`config.mk`:
```
export PLATFORM = sky130hd
export DESIGN_NAME = mdu_hilo
export DESIGN_NICKNAME = d
export VERILOG_FILES = /design/src/rtl/mdu_hilo.sv
export SDC_FILE = /design/constraint.sdc
export NUM_CORES = 1
export LEC_CHECK = 0
export ABC_AREA = 1
export ABC_CLOCK_PERIOD_IN_PS = 11700
export CELL_PAD_IN_SITES_DETAIL_PLACEMENT = 0
export CELL_PAD_IN_SITES_GLOBAL_PLACEMENT = 1
export CORE_AREA = 5 5 243 245
export DETAILED_ROUTE_END_ITERATION = 8
export DIE_AREA = 0 0 248 250
export PLACE_DENSITY_LB_ADDON = 0.15
export SYNTH_ARGS = -nofsm -noshare
export SYNTH_HDL_FRONTEND = slang
export SYNTH_SLANG_ARGS = --single-unit
```
`constraint.sdc`:
```
create_clock -name clock -period 11.7 [get_ports clock]
set_input_delay 1.17 -clock clock [delete_from_list [all_inputs] [get_ports clock]]
set_output_delay 1.17 -clock clock [all_outputs]
set_load 0.01 [all_outputs]
```
`src/rtl/mdu_hilo.sv`:
```
// Iterative multiply/divide unit holding the architectural HI/LO registers.
// One result bit per cycle: shift-add multiply, restoring divide on magnitudes.
module mdu_hilo #(
  parameter int WIDTH = 32
) (
  input  logic             clock,
  input  logic             reset,
  input  logic             start,
  input  logic [2:0]       op,
  input  logic [WIDTH-1:0] rs_data,
  input  logic [WIDTH-1:0] rt_data,
  output logic             busy,
  output logic             done,
  output logic [WIDTH-1:0] hi,
  output logic [WIDTH-1:0] lo
);

  localparam int CW = $clog2(WIDTH) + 1;

  typedef enum logic [1:0] {S_IDLE, S_MUL, S_DIV} state_t;

  state_t             r_state;
  logic [CW-1:0]      r_count;
  logic               r_busy;
  logic               r_done;
  logic [WIDTH-1:0]   r_hi;
  logic [WIDTH-1:0]   r_lo;
  logic [WIDTH-1:0]   r_a;
  logic [WIDTH-1:0]   r_b;
  logic [2*WIDTH-1:0] r_prod;
  logic [WIDTH-1:0]   r_rem;
  logic [WIDTH-1:0]   r_q;
  logic               r_neg_res;
  logic               r_neg_rem;
  logic               r_div_zero;

  logic               w_signed;
  logic               w_a_neg;
  logic               w_b_neg;
  logic [WIDTH-1:0]   w_a_mag;
  logic [WIDTH-1:0]   w_b_mag;
  logic [WIDTH:0]     w_mul_sum;
  logic [2*WIDTH-1:0] w_prod_next;
  logic [2*WIDTH-1:0] w_prod_fin;
  logic [WIDTH:0]     w_shift;
  logic [WIDTH:0]     w_diff;
  logic               w_fits;
  logic [WIDTH-1:0]   w_rem_next;
  logic [WIDTH-1:0]   w_q_next;
  logic [WIDTH-1:0]   w_rem_fin;
  logic [WIDTH-1:0]   w_quo_fin;
  logic               w_last;

  // op[0]=0 selects the signed flavour of both MULT and DIV
  assign w_signed = ~op[0];
  assign w_a_neg  = w_signed & rs_data[WIDTH-1];
  assign w_b_neg  = w_signed & rt_data[WIDTH-1];
  assign w_a_mag  = w_a_neg ? -rs_data : rs_data;
  assign w_b_mag  = w_b_neg ? -rt_data : rt_data;

  assign w_mul_sum   = {1'b0, r_prod[2*WIDTH-1:WIDTH]} + (r_prod[0] ? {1'b0, r_a} : '0);
  assign w_prod_next = {w_mul_sum, r_prod[WIDTH-1:1]};
  assign w_prod_fin  = r_neg_res ? -w_prod_next : w_prod_next;

  assign w_shift    = {r_rem, r_q[WIDTH-1]};
  assign w_diff     = w_shift - {1'b0, r_b};
  assign w_fits     = ~w_diff[WIDTH];
  assign w_rem_next = w_fits ? w_diff[WIDTH-1:0] : w_shift[WIDTH-1:0];
  assign w_q_next   = {r_q[WIDTH-2:0], w_fits};
  // Divide by zero yields all-ones quotient; remainder already equals the dividend
  assign w_quo_fin  = r_div_zero ? '1 : (r_neg_res ? -w_q_next : w_q_next);
  assign w_rem_fin  = r_neg_rem ? -w_rem_next : w_rem_next;

  assign w_last = (r_count == CW'(WIDTH - 1));

  always_ff @(posedge clock or posedge reset) begin
    if (reset) begin
      r_state    <= S_IDLE;
      r_count    <= '0;
      r_busy     <= 1'b0;
      r_done     <= 1'b0;
      r_hi       <= '0;
      r_lo       <= '0;
      r_a        <= '0;
      r_b        <= '0;
      r_prod     <= '0;
      r_rem      <= '0;
      r_q        <= '0;
      r_neg_res  <= 1'b0;
      r_neg_rem  <= 1'b0;
      r_div_zero <= 1'b0;
    end else begin
      r_done <= 1'b0;
      case (r_state)
        S_IDLE: begin
          if (start) begin
            case (op)
              3'b000, 3'b001: begin
                r_a       <= w_a_mag;
                r_prod    <= {{WIDTH{1'b0}}, w_b_mag};
                r_neg_res <= w_a_neg ^ w_b_neg;
                r_count   <= '0;
                r_busy    <= 1'b1;
                r_state   <= S_MUL;
              end
              3'b010, 3'b011: begin
                r_b        <= w_b_mag;
                r_q        <= w_a_mag;
                r_rem      <= '0;
                r_neg_res  <= w_a_neg ^ w_b_neg;
                r_neg_rem  <= w_a_neg;
                r_div_zero <= (rt_data == '0);
                r_count    <= '0;
                r_busy     <= 1'b1;
                r_state    <= S_DIV;
              end
              3'b100:  r_hi <= rs_data;
              3'b101:  r_lo <= rs_data;
              default: ;
            endcase
          end
        end
        S_MUL: begin
          r_prod <= w_prod_next;
          if (w_last) begin
            {r_hi, r_lo} <= w_prod_fin;
            r_busy       <= 1'b0;
            r_done       <= 1'b1;
            r_state      <= S_IDLE;
          end else begin
            r_count <= r_count + CW'(1);
          end
        end
        S_DIV: begin
          r_rem <= w_rem_next;
          r_q   <= w_q_next;
          if (w_last) begin
            r_hi    <= w_rem_fin;
            r_lo    <= w_quo_fin;
            r_busy  <= 1'b0;
            r_done  <= 1'b1;
            r_state <= S_IDLE;
          end else begin
            r_count <= r_count + CW'(1);
          end
        end
        default: r_state <= S_IDLE;
      endcase
    end
  end

  assign busy = r_busy;
  assign done = r_done;
  assign hi   = r_hi;
  assign lo   = r_lo;

endmodule

```
==> impl_metrics.py <==
metrics = {
    "clock_tree": {
        "path_clk_slew_ps": 60,
        "hold_buffers": 0,
        "cts_resized": 0,
        "cts_tree": "yes",
        "cts-buffers-inserted": 38,
        "clk_latency_ps": 610,
        "clock-root-buffer": "clkbuf_16",
        "cts_sinks": 269,
        "cts_setup_buffers": 0,
        "h-tree-depth": 2,
        "cts_max_path_buffers": 3,
    },
    "sta": {
        "period_share": 0.450,
        "hold_viol_final": 0,
        "tns_ps": 0,
        "hold-worst-slack_ps": 480,
        "skew_ps": 47.9,
        "worst_pin_slew_ps": 1220,
        "setup_slack_ps": 6440,
        "setup_viol": 0,
        "slew_headroom": 0.185,
        "drv_slew": 0,
        "min_period_ps": 5260,
        "fmax_mhz": 190,
        "rsz0062_at_grt": "no",
    },
    "yosys": {
        "ys_ff_latch": 269,
        "synth_seq_area_share": 0.300,
        "synth_nets": 3687,
        "async_flop_share": 1.00,
        "synth-edff-count": 0,
        "postSynthCellCount": 3542,
        "netlist-cell-type-count": 57,
        "yosys_most_used_dff": "dfrtp_1",
        "syn_area_sq_um": 22500,
        "synth_area_per_cell_sq_um": 6.34,
        "yosys_warnings": 0,
    },
    "job": {
        "drv_cap": 0,
    },
    "power_and_ir_drop": {
        "power_leakage_uw": 0.0129,
        "vdd_ir_drop_max_mv": 0.318,
        "power_uw": 7790,
        "p_per_area_nw_per_um2": 304,
    },
    "critical_path": {
        "cp.arrival_ps": 5740,
        "cp_max_fo": 39,
        "critPathKind": "reg -> reg",
        "cp_slowest_cell": "nand2_4",
        "crit_top_cell": "nand2_1",
        "crit_path_start_kind": "flip-flop",
        "end_kind": "flip-flop",
        "max_stage_delay_ps": 540,
        "required_ps": 12180,
    },
    "finish": {
        "diodes": 0,
        "final_nets": 3767,
        "finish.instance_area_sq_um": 25600,
        "drive_gt1_frac": 0.0524,
        "area_delta_synth_final_pct": 14.2,
    },
    "routing": {
        "avgRoutedWirePerCell_um": 21.9,
        "postRouteAntennaNets": 0,
        "vias": 24300,
        "drc": 0,
        "drtPass1Iterations": 6,
        "finalWirelength_um": 96700,
        "avgViaCountPerCell": 5.50,
        "drt_iter0_drc": 2395,
    },
    "placement": {
        "dp.final_hpwl_um": 75600,
        "place_ws_ps": 6520,
        "place.gp.congestion": 0.973,
        "place_area_sq_um": 24400,
        "port_buffers": 135,
    },
    "die": {
        "dieArea_sq_um": 62000,
        "die_h_um": 250,
        "io_pins": 136,
        "placementRows": 88,
        "core_sq_um": 56900,
        "start_util": 0.394,
        "die_x_um": 248,
    },
    "global_routing": {
        "grt_overflow": 0,
        "grt_antenna_before_repair": 10,
        "grt_pass1_wl_um": 143000,
        "grt_max_degree": 151,
        "grt_pass1_vias": 22800,
        "grt_usage": 0.302,
    },
    "outcome": {
        "status": "finished, final reports clean",
    },
    "hold_path": {
        "hold_class": "reg -> reg",
    },
}
## logic make-up after synthesis
family                     Yosys count  synth area share
AOI/OAI and AO/OA                  611             0.157
and+or+nand+nor                   1885             0.355
buffers and inverters              612             0.111
xor gates and xnor gates            90            0.0351
DFF                                269             0.300
adders and majority gates           75            0.0425
## cells in the final DEF (no fill, tap or decap), drive strengths merged, types with 3 or more instances in the layout
cell type	n
nor4	8
xor2	76
ha	73
clkdlybuf4s50	135
nand3b	13
a21o	3
o221ai	57
dfrtp	269
nand3	228
o31ai	5
nor3	64
o41ai	5
nor2	392
and3	4
and2	3
clkbuf	58
o21ai	279
o21a	3
a31oi	18
clkinv	10
a21oi	188
buf	26
bufinv	3
inv	486
nand4	26
o211ai	7
o22ai	35
o21bai	3
or2	3
nand2	1142
xnor2	14
## flip-flops by register name, indices dropped and copies added, names as in the netlist
register / flops
lo: 32
r_a: 32
r_q: 32
r_b: 32
r_state: 2
r_count: 6
r_rem: 32
busy: 1
done: 1
r_neg_res: 1
r_div_zero: 1
r_neg_rem: 1
hi: 32
r_prod: 64
## worst paths after layout
kind,start,end,slack (ps),depth (start not counted)
hold / removal,r_a[3]$_DFFE_PP0P_,r_a[3]$_DFFE_PP0P_,480,2
setup reg to reg,r_q[31]$_DFFE_PP0P_,lo[28]$_DFFE_PP0P_,6440,31
min in group asynchronous,reset,hi[27]$_DFFE_PP0P_,1080,2
max in group asynchronous,reset,lo[11]$_DFFE_PP0P_,9170,3
setup / recovery,r_q[31]$_DFFE_PP0P_,lo[28]$_DFFE_PP0P_,6440,31
hold reg to reg,r_a[3]$_DFFE_PP0P_,r_a[3]$_DFFE_PP0P_,480,2
## stage by stage
stage,utilization,std cells
detailed placement,0.428,4347
finish,0.451,4413
global placement,0.428,4347
CTS,0.451,4413
floorplan,-,3542
global route,0.451,4413
## synth_stat cells (31+ instances only)
cell type / instances / share of area
inv_1: 481 / 0.080
dfrtp_1: 269 / 0.30
o21ai_0: 263 / 0.059
o221ai_1: 57 / 0.022
nand3_1: 222 / 0.049
nand2_1: 1094 / 0.18
nor2_1: 373 / 0.062
nand2_2: 31 / 0.0086
clkbuf_1: 82 / 0.014
o22ai_1: 35 / 0.0098
nor3_1: 61 / 0.014
xor2_1: 76 / 0.030
a21oi_1: 175 / 0.039
ha_1: 73 / 0.041
## where the power goes
part | total [uW] | leakage, uW | switching, uW | internal [uW]
Sequential | 1590 | 0.00344 | 311 | 1280
Combinational | 4960 | 0.00883 | 3470 | 1500
Clock | 1230 | 0.000628 | 501 | 733
Total | 7790 | 0.0129 | 4280 | 3510
## per-layer routing
metal	GRT usage	vias to the layer above	share of wire
li1	-	11600	-
met4	0.0937	2	0.035
met5	0	-	0.00013
met1	0.435	11600	0.45
met3	0.0429	158	0.066
met2	0.468	921	0.45
## worst max-delay path: cells and delay by family (launching register included)
kind | cells | cell delay [ps]
and+or+nand+nor | 18 | 2850
DFF | 1 | 350
AOI/OAI and AO/OA | 7 | 840
adders and majority gates | 3 | 870
buffers and inverters | 3 | 220
## cell type report
type	instances	area, sq um
clock buffers	58	1130
flip-flops and latches	269	6730
inverters	491	1850
clock inverters	8	159
fillers	6116	31300
multi-input cells	2661	13300
repair buffers	161	1560
well taps	765	957
(Power assumes the default switching activity.)
